--- config.mk ---
export PLATFORM = sky130hd
export DESIGN_NAME = fetch_unit
export DESIGN_NICKNAME = d
export VERILOG_FILES = /design/src/rtl/fetch_pkg.sv /design/src/rtl/if_id_register.sv /design/src/rtl/fetch_unit.sv
export SDC_FILE = /design/constraint.sdc
export NUM_CORES = 1
export LEC_CHECK = 0
export ABC_AREA = 0
export CAP_MARGIN = 25
export CORE_UTILIZATION = 35
export DETAILED_ROUTE_END_ITERATION = 10
export GPL_TIMING_DRIVEN = 1
export PLACE_DENSITY = 0.62
export REMOVE_ABC_BUFFERS = 1
export SLEW_MARGIN = 30
export SYNTH_ARGS = -nofsm -noshare
export SYNTH_HDL_FRONTEND = slang
export SYNTH_SLANG_ARGS = --single-unit
--- constraint.sdc ---
create_clock -name clk -period 2.89 [get_ports clk]
set_input_delay 0.578 -clock clk [delete_from_list [all_inputs] [get_ports clk]]
set_output_delay 0.578 -clock clk [all_outputs]
set_load 0.02 [all_outputs]
--- src/rtl/fetch_pkg.sv ---
// fetch_pkg: shared types and constants for the instruction-fetch stage.
//   fetch_state_t     : fetch controller states
//   RESET_PC_DEFAULT  : default PC loaded on reset
//   PC_STEP_DEFAULT   : default PC increment per sequential fetch
//   BUBBLE_INSTR      : instruction word written into IF/ID on a flush
package fetch_pkg;

  typedef enum logic [1:0] {
    ST_IDLE    = 2'd0,
    ST_REQ     = 2'd1,
    ST_HELD    = 2'd2,
    ST_DISCARD = 2'd3
  } fetch_state_t;

  localparam int unsigned  RESET_PC_DEFAULT = 32'h0000_0000;
  localparam int unsigned  PC_STEP_DEFAULT  = 32'd4;
  // A zero word decodes as an R-type, so consumers must qualify on ValidD.
  localparam logic [31:0]  BUBBLE_INSTR     = 32'h0000_0000;

endpackage

--- src/rtl/if_id_register.sv ---
// if_id_register: IF/ID pipeline register feeding decode.
// Update priority: rst > flush > stall (hold) > load > bubble (valid drops).
// Ports:
//   clk, rst            : clock, synchronous active-high reset
//   i_flush             : make IF/ID a bubble (valid=0, instr=BUBBLE_INSTR)
//   i_stall             : hold current contents
//   i_load              : a fetched instruction is available to load
//   i_instr, i_pc       : instruction and its PC to load
//   o_instr, o_pc       : registered instruction / PC
//   o_valid             : o_instr is real, not a bubble
module if_id_register
  import fetch_pkg::*;
#(
  parameter int ADDR_W  = 32,
  parameter int INSTR_W = 32
)(
  input  logic               clk,
  input  logic               rst,
  input  logic               i_flush,
  input  logic               i_stall,
  input  logic               i_load,
  input  logic [INSTR_W-1:0] i_instr,
  input  logic [ADDR_W-1:0]  i_pc,
  output logic [INSTR_W-1:0] o_instr,
  output logic [ADDR_W-1:0]  o_pc,
  output logic               o_valid
);

  logic [INSTR_W-1:0] r_instr;
  logic [ADDR_W-1:0]  r_pc;
  logic               r_valid;

  always_ff @(posedge clk) begin
    if (rst) begin
      r_instr <= INSTR_W'(BUBBLE_INSTR);
      r_pc    <= '0;
      r_valid <= 1'b0;
    end else if (i_flush) begin
      r_instr <= INSTR_W'(BUBBLE_INSTR);
      r_valid <= 1'b0;
    end else if (i_stall) begin
      // hold
    end else if (i_load) begin
      r_instr <= i_instr;
      r_pc    <= i_pc;
      r_valid <= 1'b1;
    end else begin
      r_valid <= 1'b0;
    end
  end

  assign o_instr = r_instr;
  assign o_pc    = r_pc;
  assign o_valid = r_valid;

endmodule

--- src/rtl/fetch_unit.sv ---
// fetch_unit: instruction-fetch stage. Owns PCF, talks to instruction memory
// over a req/ack handshake with variable latency, and drives IF/ID.
// Decode stalls are absorbed by a one-entry hold buffer; branch redirects
// from execute may discard a fetch already in flight.
// Optional feature macro: FETCH_PERF_EN adds FetchCount/StallCount/DiscardCount.
// Ports:
//   clk, rst                      : clock, synchronous active-high reset
//   StallD, FlushD                : decode stall / IF/ID flush
//   BranchTakenE, BranchTargetE   : redirect request and target
//   imem_req, imem_addr           : fetch request, stable until the ack cycle
//   imem_ack, imem_rdata          : one-cycle response strobe and data
//   InstrD, PCD, ValidD           : IF/ID outputs
//   FetchCount, StallCount,
//   DiscardCount                  : saturating perf counters (FETCH_PERF_EN)
module fetch_unit
  import fetch_pkg::*;
#(
  parameter int                ADDR_W   = 32,
  parameter int                INSTR_W  = 32,
  parameter logic [ADDR_W-1:0] RESET_PC = ADDR_W'(RESET_PC_DEFAULT),
  parameter logic [ADDR_W-1:0] PC_STEP  = ADDR_W'(PC_STEP_DEFAULT)
)(
  input  logic               clk,
  input  logic               rst,
  input  logic               StallD,
  input  logic               FlushD,
  input  logic               BranchTakenE,
  input  logic [ADDR_W-1:0]  BranchTargetE,
  output logic               imem_req,
  output logic [ADDR_W-1:0]  imem_addr,
  input  logic               imem_ack,
  input  logic [INSTR_W-1:0] imem_rdata,
  output logic [INSTR_W-1:0] InstrD,
  output logic [ADDR_W-1:0]  PCD,
  output logic               ValidD
`ifdef FETCH_PERF_EN
  ,
  output logic [31:0]        FetchCount,
  output logic [31:0]        StallCount,
  output logic [15:0]        DiscardCount
`endif
);

  fetch_state_t       r_state, w_next;
  logic [ADDR_W-1:0]  r_pcf;
  logic [ADDR_W-1:0]  r_disc_addr;   // address of the request being drained in DISCARD
  logic [ADDR_W-1:0]  r_hold_pc;
  logic [INSTR_W-1:0] r_hold_instr;
  logic               w_load;
  logic [INSTR_W-1:0] w_load_instr;
  logic [ADDR_W-1:0]  w_load_pc;
  logic               w_req_ack;

  assign w_req_ack = (r_state == ST_REQ) && imem_ack;

  // state register
  always_ff @(posedge clk) begin
    if (rst) r_state <= ST_IDLE;
    else     r_state <= w_next;
  end

  // next-state logic; redirect outranks stall handling
  always_comb begin
    w_next = r_state;
    case (r_state)
      ST_IDLE: w_next = ST_REQ;
      ST_REQ: begin
        if (BranchTakenE)          w_next = imem_ack ? ST_REQ : ST_DISCARD;
        else if (imem_ack && StallD) w_next = ST_HELD;
      end
      ST_HELD: begin
        if (BranchTakenE || !StallD) w_next = ST_REQ;
      end
      // An ack here retires the doomed request; a redirect arriving in the
      // same cycle has no fetch left to kill, so go straight to REQ.
      ST_DISCARD: begin
        if (imem_ack) w_next = ST_REQ;
      end
      default: w_next = ST_IDLE;
    endcase
  end

  // outputs and IF/ID load source
  always_comb begin
    imem_req     = (r_state == ST_REQ) || (r_state == ST_DISCARD);
    imem_addr    = (r_state == ST_DISCARD) ? r_disc_addr : r_pcf;
    w_load       = 1'b0;
    w_load_instr = r_hold_instr;
    w_load_pc    = r_hold_pc;
    if (!BranchTakenE) begin
      if (w_req_ack) begin
        // With StallD high IF/ID ignores this; the word goes to the hold buffer.
        w_load       = 1'b1;
        w_load_instr = imem_rdata;
        w_load_pc    = r_pcf;
      end else if (r_state == ST_HELD) begin
        w_load = 1'b1;
      end
    end
  end

  // PC, drain address and hold buffer
  always_ff @(posedge clk) begin
    if (rst) begin
      r_pcf        <= RESET_PC;
      r_disc_addr  <= RESET_PC;
      r_hold_pc    <= '0;
      r_hold_instr <= '0;
    end else begin
      if (BranchTakenE)   r_pcf <= BranchTargetE;
      else if (w_req_ack) r_pcf <= r_pcf + PC_STEP;
      // Frozen while draining so the bus address stays put until the ack.
      if (r_state != ST_DISCARD) r_disc_addr <= r_pcf;
      if (w_req_ack && StallD && !BranchTakenE) begin
        r_hold_instr <= imem_rdata;
        r_hold_pc    <= r_pcf;
      end
    end
  end

  if_id_register #(
    .ADDR_W  (ADDR_W),
    .INSTR_W (INSTR_W)
  ) u_if_id (
    .clk     (clk),
    .rst     (rst),
    .i_flush (FlushD),
    .i_stall (StallD),
    .i_load  (w_load),
    .i_instr (w_load_instr),
    .i_pc    (w_load_pc),
    .o_instr (InstrD),
    .o_pc    (PCD),
    .o_valid (ValidD)
  );

`ifdef FETCH_PERF_EN
  logic        w_fetched, w_drop;
  logic [31:0] r_fetch_cnt, r_stall_cnt;
  logic [15:0] r_disc_cnt;

  assign w_fetched = w_load && !FlushD && !StallD;
  assign w_drop    = imem_ack && ((r_state == ST_DISCARD) ||
                                  ((r_state == ST_REQ) && BranchTakenE));

  always_ff @(posedge clk) begin
    if (rst) begin
      r_fetch_cnt <= '0;
      r_stall_cnt <= '0;
      r_disc_cnt  <= '0;
    end else begin
      if (w_fetched && (r_fetch_cnt != '1))           r_fetch_cnt <= r_fetch_cnt + 32'd1;
      if ((r_state == ST_HELD) && (r_stall_cnt != '1)) r_stall_cnt <= r_stall_cnt + 32'd1;
      if (w_drop && (r_disc_cnt != '1))                r_disc_cnt  <= r_disc_cnt + 16'd1;
    end
  end

  assign FetchCount   = r_fetch_cnt;
  assign StallCount   = r_stall_cnt;
  assign DiscardCount = r_disc_cnt;
`endif

endmodule

==> results by group, run 1 <==
Outcome
  – Status: completed

Synthesis
  – Mean area per synthesized cell: ~8 um2
  – Top-area cell type share of the netlist area: 0.464
  – Syn. warnings: 0
  – Synth Instances: slightly above 1000
  – Area contributors post-synth: dfxtp_1 (46%), nand2_1 (8.1%), a21oi_1 (6.2%)
  – Number of synthesized flops with an enable pin: 0
  – Most common library cells after synthesis: dfxtp_1 (195), nand2_1 (182), a21oi_1 (104)
  – Syn Std Cell Area: 0.00841 mm2
  – Most frequent cell after synthesis: dfxtp_1
  – Seq cells post-synth: ~200
  – Dominant cell type by area after synthesis: dfxtp_1
  – Ys async rst share: 0
  – Sequential fraction of the synthesis area: 0.464
  – Top_reg_cell synth: dfxtp_1
  – Synth cell types: between 40 and 50

Setup path
  – Startpoint class of the critical path: flip-flop
  – Worst r2r src: r_pcf[5]
  – Crit path to: imem_addr[18]
  – Reg2reg setup slack: around 0.5 ns
  – Data arrival, critical path: ~2.2 ns
  – FF-to-FF path depth: 4
  – CP Data Required Time: approximately 2.3 ns
  – Max stage delay on crit path: ~0.65 ns
  – CP Max Fanout: 9
  – Worst path cell trace: nand2_1 -> buf_4 -> mux2_2 -> clkdlybuf4s50_1
  – Slowest stage cell, crit path: clkdlybuf4s50_1
  – Setup Crit Path Kind: flip-flop to output port
  – Worst setup startpoint: r_state[0]
  – CP Capture Type: output port
  – R2R Path End: r_pcf[25]

Placement
  – Pre-CTS WS: approximately 0.14 ns
  – Cell Area, Placed: ~0.010 mm2
  – Gpl congestion: 0.849
  – Port bufs: between 150 and 200
  – Detailed Place HPWL: 15800 um

Global routing
  – Number of global-route vias before repair: 6769
  – First-pass GRT wire length: between 30000 and 40000 um
  – Gr usage total: 0.196
  – Busiest grt layer: met2
  – Grt met1 use: 0.287
  – Initial antenna violation count: 1
  – Largest net degree at the start of global routing: between 60 and 70
  – Met3 Resource Use GR: 0.0330
  – GRT overflow: 0
  – M2 GR Usage: 0.298

STA
  – Worst-margin pin slew: between 0.7 and 0.8 ns
  – Slew Viols, Final: 0
  – Final worst path period share: 0.949
  – Clock Skews: ~0.015 ns
  – Post-layout worst setup margin: 0.147 ns
  – Hold Slack: 0.452 ns
  – FMAX: 365 MHz
  – RSZ-0062 raised after global routing: false
  – Rel. slew slack: 0.512
  – Final setup fails: 0
  – Endpoints failing hold: 0
  – Fin crit period: between 2 and 3 ns

Cells and area
  – Register area: 0.00390 mm2
  – Util after Layout: 0.466
  – Antenna diodes: 0
  – Area Overhead vs Synth: 30.6%
  – Post-route cell area: 0.0110 mm2
  – Share of cells above drive strength 1: 0.0930
  – Footprint of the multi-input gates: between 0.004 and 0.005 mm2
  – Fillers: around 2300
  – Nets@finish: around 1200

Pwr
  – Total power: ~5.8 mW
  – Leakage: roughly 3.7 nW
  – Power per cell area: around 530 mW/mm2
  – VDD IR max: around 0.00035 V

Clock tree
  – CTS Buf Count: 17
  – H-tree Lvls: 4
  – Root buf cell: clkbuf_16
  – CTS sink cnt: between 150 and 200
  – CTS Buffer Depth: 2
  – Clk pin slew, worst setup/hold paths: roughly 0.070 ns
  – Hold-fix buffers at CTS: 0
  – Worst skew pair latency: around 0.44 ns
  – CTS tree: yes

Detailed routing
  – Iteration-0 DRC Markers: 481
  – 1st-pass router iterations: 6
  – Vias per Instance: between 5 and 6
  – Remaining antenna violation count: 0
  – Drt total wl: 24400 um
  – Drt drc: 0
  – Via Count: approximately 7600
  – WL per Instance: approximately 17 um

Floorplan
  – Initial core utilization: 0.357
  – Die Y: approximately 160 um
  – Die ar.: about 0.025 mm2
  – Site Rows: 56
  – IO Count: ~170
  – Core area: 0.0235 mm2
  – Die width: 157 um

Worst hold path
  – Hold WC Path Type: flip-flop to flip-flop

Run
  – Max-cap violation count: 0
timing repair:
| action | 4_1_cts | 5_1_grt |
|---|---|---|
| gates resized for setup | 0 | 1 |
| buffers inserted | 0 | 0 |
| endpoints found under the setup margin | 0 | 3 |
per-stage QoR:
| step | cells | TNS, ns |
|---|---|---|
| after floorplan | 920 | -304.65 |
| after global placement | 1440 | 0 |
| after detailed placement | 1440 | 0 |
| after CTS | 1470 | 0 |
| after global routing | 1470 | 0 |
| final | 1470 | 0 |
layout make-up:
cell class,count,area share
multi-input combinational,718,0.375
sequential,195,0.356
timing repair buffer,201,0.180
clock buffer,22,0.0432
tap,319,0.0364
clock inverter,8,0.00729
inverter,7,0.00239
routing by layer:
metal | vias up | part of all wire
li1 | 3820 | -
met1 | 3538 | 0.49
met2 | 245 | 0.44
met3 | 18 | 0.056
met4 | 2 | 0.0094
met5 | - | 0.00045
sequential cells by signal, summed over array words and instances, names as in the netlist:
name / cells
r_disc_addr: 32
r_hold_instr: 32
r_hold_pc: 32
r_pcf: 32
u_if_id.o_instr: 32
u_if_id.o_pc: 32
r_state: 2
u_if_id.o_valid: 1
cells by family after synthesis:
logic type	synth area share
mux	0.0452
flops	0.464
fa+ha+maj	0.00149
xor+xnor	0.00938
simple gates	0.240
buf+inv	0.0496
compound gates	0.190
report_power, final:
part / internal, mW / switching (mW)
Clock: 1.25 / 1.02
Sequential: 2.78 / 0.0825
Combinational: 0.329 / 0.384
Total: 4.35 / 1.49
cells in the final DEF (no fill, tap or decap), types with 6 or more instances in the layout:
master	Yosys	final
o21ai_0	37	37
nand3_1	20	20
a21oi_1	104	104
or4_1	11	11
nor3b_1	6	6
a211oi_1	39	38
nand4_1	8	8
dfxtp_1	195	195
a311oi_1	45	45
nor3_1	7	7
buf_4	1	29
clkbuf_16	0	17
mux2_2	32	32
nor2b_1	33	33
and3_1	32	32
clkdlybuf4s50_1	0	165
nand2_1	182	181
nor2_1	94	94
o31ai_1	8	8
inv_1	7	6
worst max-delay path, delay by kind of cell (launching register included):
kind          cells  cell delay, ns
buf+inv           2            0.86
flops             1            0.50
mux               1            0.24
simple gates      1            0.13
how the worst min path moves through the flow:
stage	cells past startpoint	endpoint	startpoint	slack, ns
after floorplan	2	r_hold_instr[31]	r_hold_instr[31]	0.43
after global placement	2	r_hold_pc[20]	r_hold_pc[20]	0.44
after detailed placement	2	r_hold_pc[22]	r_hold_pc[22]	0.44
after CTS	2	r_hold_pc[22]	r_hold_pc[22]	0.45
after global routing	2	r_hold_pc[16]	r_hold_pc[16]	0.47
final	2	r_hold_pc[19]	r_hold_pc[19]	0.45
(Power assumes the default switching activity.)
==> run 2: changes to the inputs <==
PLACE_DENSITY = 0.64   (was 0.62)
REMOVE_ABC_BUFFERS = default   (was 1)
clock period = 2.2 ns   (was 2.89 ns; I/O delays follow)
==> run 2 against run 1 <==
Against the previous run:
- cell area up 3.8%
- clock skew down 0.0066 ns
- clock-buffer cell count down 5
- worst hold slack worse by 0.0061 ns
- critical path depth unchanged
- cell count up 4.0%
- combinational power up 43%
- global-route usage up 0.47 points
- wire length up 0.30%
- critical path type unchanged
- sequential cell count unchanged
- first-iteration DRC count up 19%
==> results by group, run 2 (synthesized netlist as in run 1, its figures left out) <==
Outcome
  – Status: completed

Synthesis
  – Syn Nets: around 1100

Floorplan
  – IO Count: 168 (unchanged)
  – Site Rows: 56 (unchanged)
  – Die Y: 157 um (unchanged)
  – Core area: 0.0235 mm2 (unchanged)
  – Die ar.: 0.0246 mm2 (unchanged)
  – Initial core utilization: 0.357 (unchanged)
  – Die width: 157 um (unchanged)

Detailed routing
  – Drt total wl: 24500 um (+0.30%)
  – 1st-pass router iterations: 5 (-1)
  – Iteration-0 DRC Markers: 572 (+19%)
  – Via Count: 7917 (+3.9%)
  – Remaining antenna violation count: 0 (unchanged)
  – WL per Instance: 16.0 um (-3.6%)
  – Vias per Instance: 5.18 (-0.15%)
  – Drt drc: 0 (unchanged)

STA
  – Hold Slack: 0.446 ns (-0.00613 ns)
  – Endpoints failing hold: 0 (unchanged)
  – Fin crit period: ~2.1 ns
  – Rel. slew slack: 0.543 (+0.0308)
  – Post-layout worst setup margin: 0.0641 ns (-0.0828 ns)
  – Slew Viols, Final: 0 (unchanged)
  – RSZ-0062 raised after global routing: true
  – Clock Skews: 0.00868 ns (-0.00664 ns)
  – FMAX: about 470 MHz
  – Final setup fails: 0 (unchanged)
  – Worst-margin pin slew: 0.685 ns (-0.0461 ns)
  – Final worst path period share: 0.971

Clock tree
  – Root buf cell: clkbuf_16
  – Hold-fix buffers at CTS: 0 (unchanged)
  – CTS Buf Count: 17 (unchanged)
  – CTS sink cnt: 195 (unchanged)
  – CTS Buffer Depth: 2 (unchanged)
  – H-tree Lvls: 4 (unchanged)
  – Clk pin slew, worst setup/hold paths: 0.08 ns (about the same)
  – Worst skew pair latency: 0.44 ns (about the same)
  – CTS tree: yes

Global routing
  – Initial antenna violation count: 1 (unchanged)
  – Largest net degree at the start of global routing: 61 (-7.6%)
  – First-pass GRT wire length: 38800 um (+3.2%)
  – M2 GR Usage: 0.327 (+0.0298)
  – Met3 Resource Use GR: 0.0380 (+0.00496)
  – Grt met1 use: 0.269 (-0.0183)
  – GRT overflow: 0 (unchanged)
  – Gr usage total: 0.200 (+0.00472)
  – Busiest grt layer: met2
  – Number of global-route vias before repair: 7405 (+9.4%)

Setup path
  – Worst r2r src: r_pcf[3]
  – CP Data Required Time: 1.76 ns (-0.55 ns)
  – FF-to-FF path depth: 5 (+1)
  – CP Max Fanout: 17 (+8)
  – R2R Path End: r_pcf[24]
  – Startpoint class of the critical path: flip-flop
  – Data arrival, critical path: 1.70 ns (-0.47 ns)
  – CP Capture Type: output port
  – Setup Crit Path Kind: flip-flop to output port
  – Reg2reg setup slack: 0.09 ns (-0.41 ns)

Cells and area
  – Commonest cells after routing, fill and taps aside: dfxtp_1 (195), nand2_1 (180), clkdlybuf4s50_1 (133)
  – Footprint of the multi-input gates: 0.00412 mm2 (about the same)
  – Layout Cells excl Fill: 1529 (+4.0%)
  – Share of cells above drive strength 1: 0.158 (+0.0650)
  – Area Overhead vs Synth: 35.5%
  – Register area: 0.00390 mm2 (unchanged)
  – Fillers: 2283 (-1.5%)
  – Post-route cell area: 0.0114 mm2 (+3.8%)
  – Nets@finish: 1267 (+4.6%)
  – Most common cell after layout, fill and taps aside: dfxtp_1

Pwr
  – Power per cell area: 691 mW/mm2 (+30%)
  – Total power: 7.87 mW (+35%)
  – Leakage: 4.01 nW (+9.7%)
  – Sw Pwr: 2.14 mW (+44%)
  – Power Internal: 5.72 mW (+32%)
  – Sequential share of power: 0.472 (-0.017)
  – VDD IR max: 0.000487 V (+39%)
  – Sw Share: 0.272 (+0.0176)
  – Power share of the combinational group: 0.130 (+0.008)
  – Clock power share: 0.399 (+0.010)

Placement
  – Detailed Place HPWL: 16700 um (+6.2%)
  – Placed instance count: 1490 (+3.5%)
  – Gpl congestion: 0.818 (-3.6%)
  – Pre-CTS WS: -0.271 ns (-0.413 ns)
  – Cell Area, Placed: 0.0109 mm2 (+4.3%)
  – Port bufs: 167 (unchanged)

Worst hold path
  – Hold worst-path end: r_disc_addr[27]
  – Hold WC Path Type: input port to flip-flop
  – Hold_sp: rst
  – Cells on Worst Hold Path: 2 (unchanged)

Run
  – Max-cap violation count: 0 (unchanged)
[run 2: changes by cell type in the layout (fill, tap and decap cells not counted), moves of 5 or more]
| cell | delta |
|---|---|
| buf_12 | +6 |
| buf_4 | +52 |
| clkbuf_2 | +23 |
| clkdlybuf4s15_1 | +9 |
| clkdlybuf4s50_1 | -32 |
| inv_6 | +5 |
[run 2: area by class of cell]
class / count / share of cell area
clock inverters: 15 / 0.0145
repair buffers: 257 / 0.206
inverters: 7 / 0.00231
clock buffers: 17 / 0.0373
flip-flops and latches: 195 / 0.343
well taps: 319 / 0.0350
diodes: 1 / 0.000220
multi-input cells: 718 / 0.362
[run 2: worst max path at each step]
stage / startpoint / endpoint / slack (ns) / cells past startpoint
final: r_state[1] / imem_addr[9] / 0.06 / 4
after detailed placement: imem_ack / r_pcf[24] / -0.27 / 5
after floorplan: r_pcf[2] / r_pcf[26] / 0.03 / 6
after global placement: imem_ack / r_pcf[26] / -0.21 / 5
after CTS: r_state[1] / imem_addr[10] / 0.002 / 4
after global routing: r_state[1] / imem_addr[9] / -0.01 / 4
[run 2: layer usage]
layer / wire [um] / part of all wire
met1: 11500 / 0.47
met5: 0 / 0
met4: 373 / 0.015
met3: 1290 / 0.053
met2: 11300 / 0.46
[run 2: what timing repair did]
action | in CTS | in global routing
endpoints found under the setup margin | 32 | 32
buffers inserted | 0 | 6
resized for setup | 41 | 47
[run 2: power groups by stage]
stage	Combinational [mW]	Sequential (mW)	Clock, mW
2_1_floorplan	0.491	3.82	0
3_3_place_gp	1.05	3.79	0
3_5_place_dp	1.05	3.79	0
4_1_cts	1.03	3.71	3.20
5_1_grt	1.10	3.73	3.35
6_report	1.02	3.71	3.14
[run 2: worst max-delay path, cell delays in order, from the launching register on]
cell and delay (ns):
dfxtp_1 0.32, nand2_2 0.12, buf_12 0.17, mux2_2 0.35
clkdlybuf4s15_1 0.29
[run 2: per-stage QoR]
stage / util / TNS (ns)
4_1_cts: 0.485 / 0
3_5_place_dp: 0.462 / -24.91
6_report: 0.484 / 0
5_1_grt: 0.484 / -0.0150
3_3_place_gp: 0.462 / -20.20
2_1_floorplan: - / 0
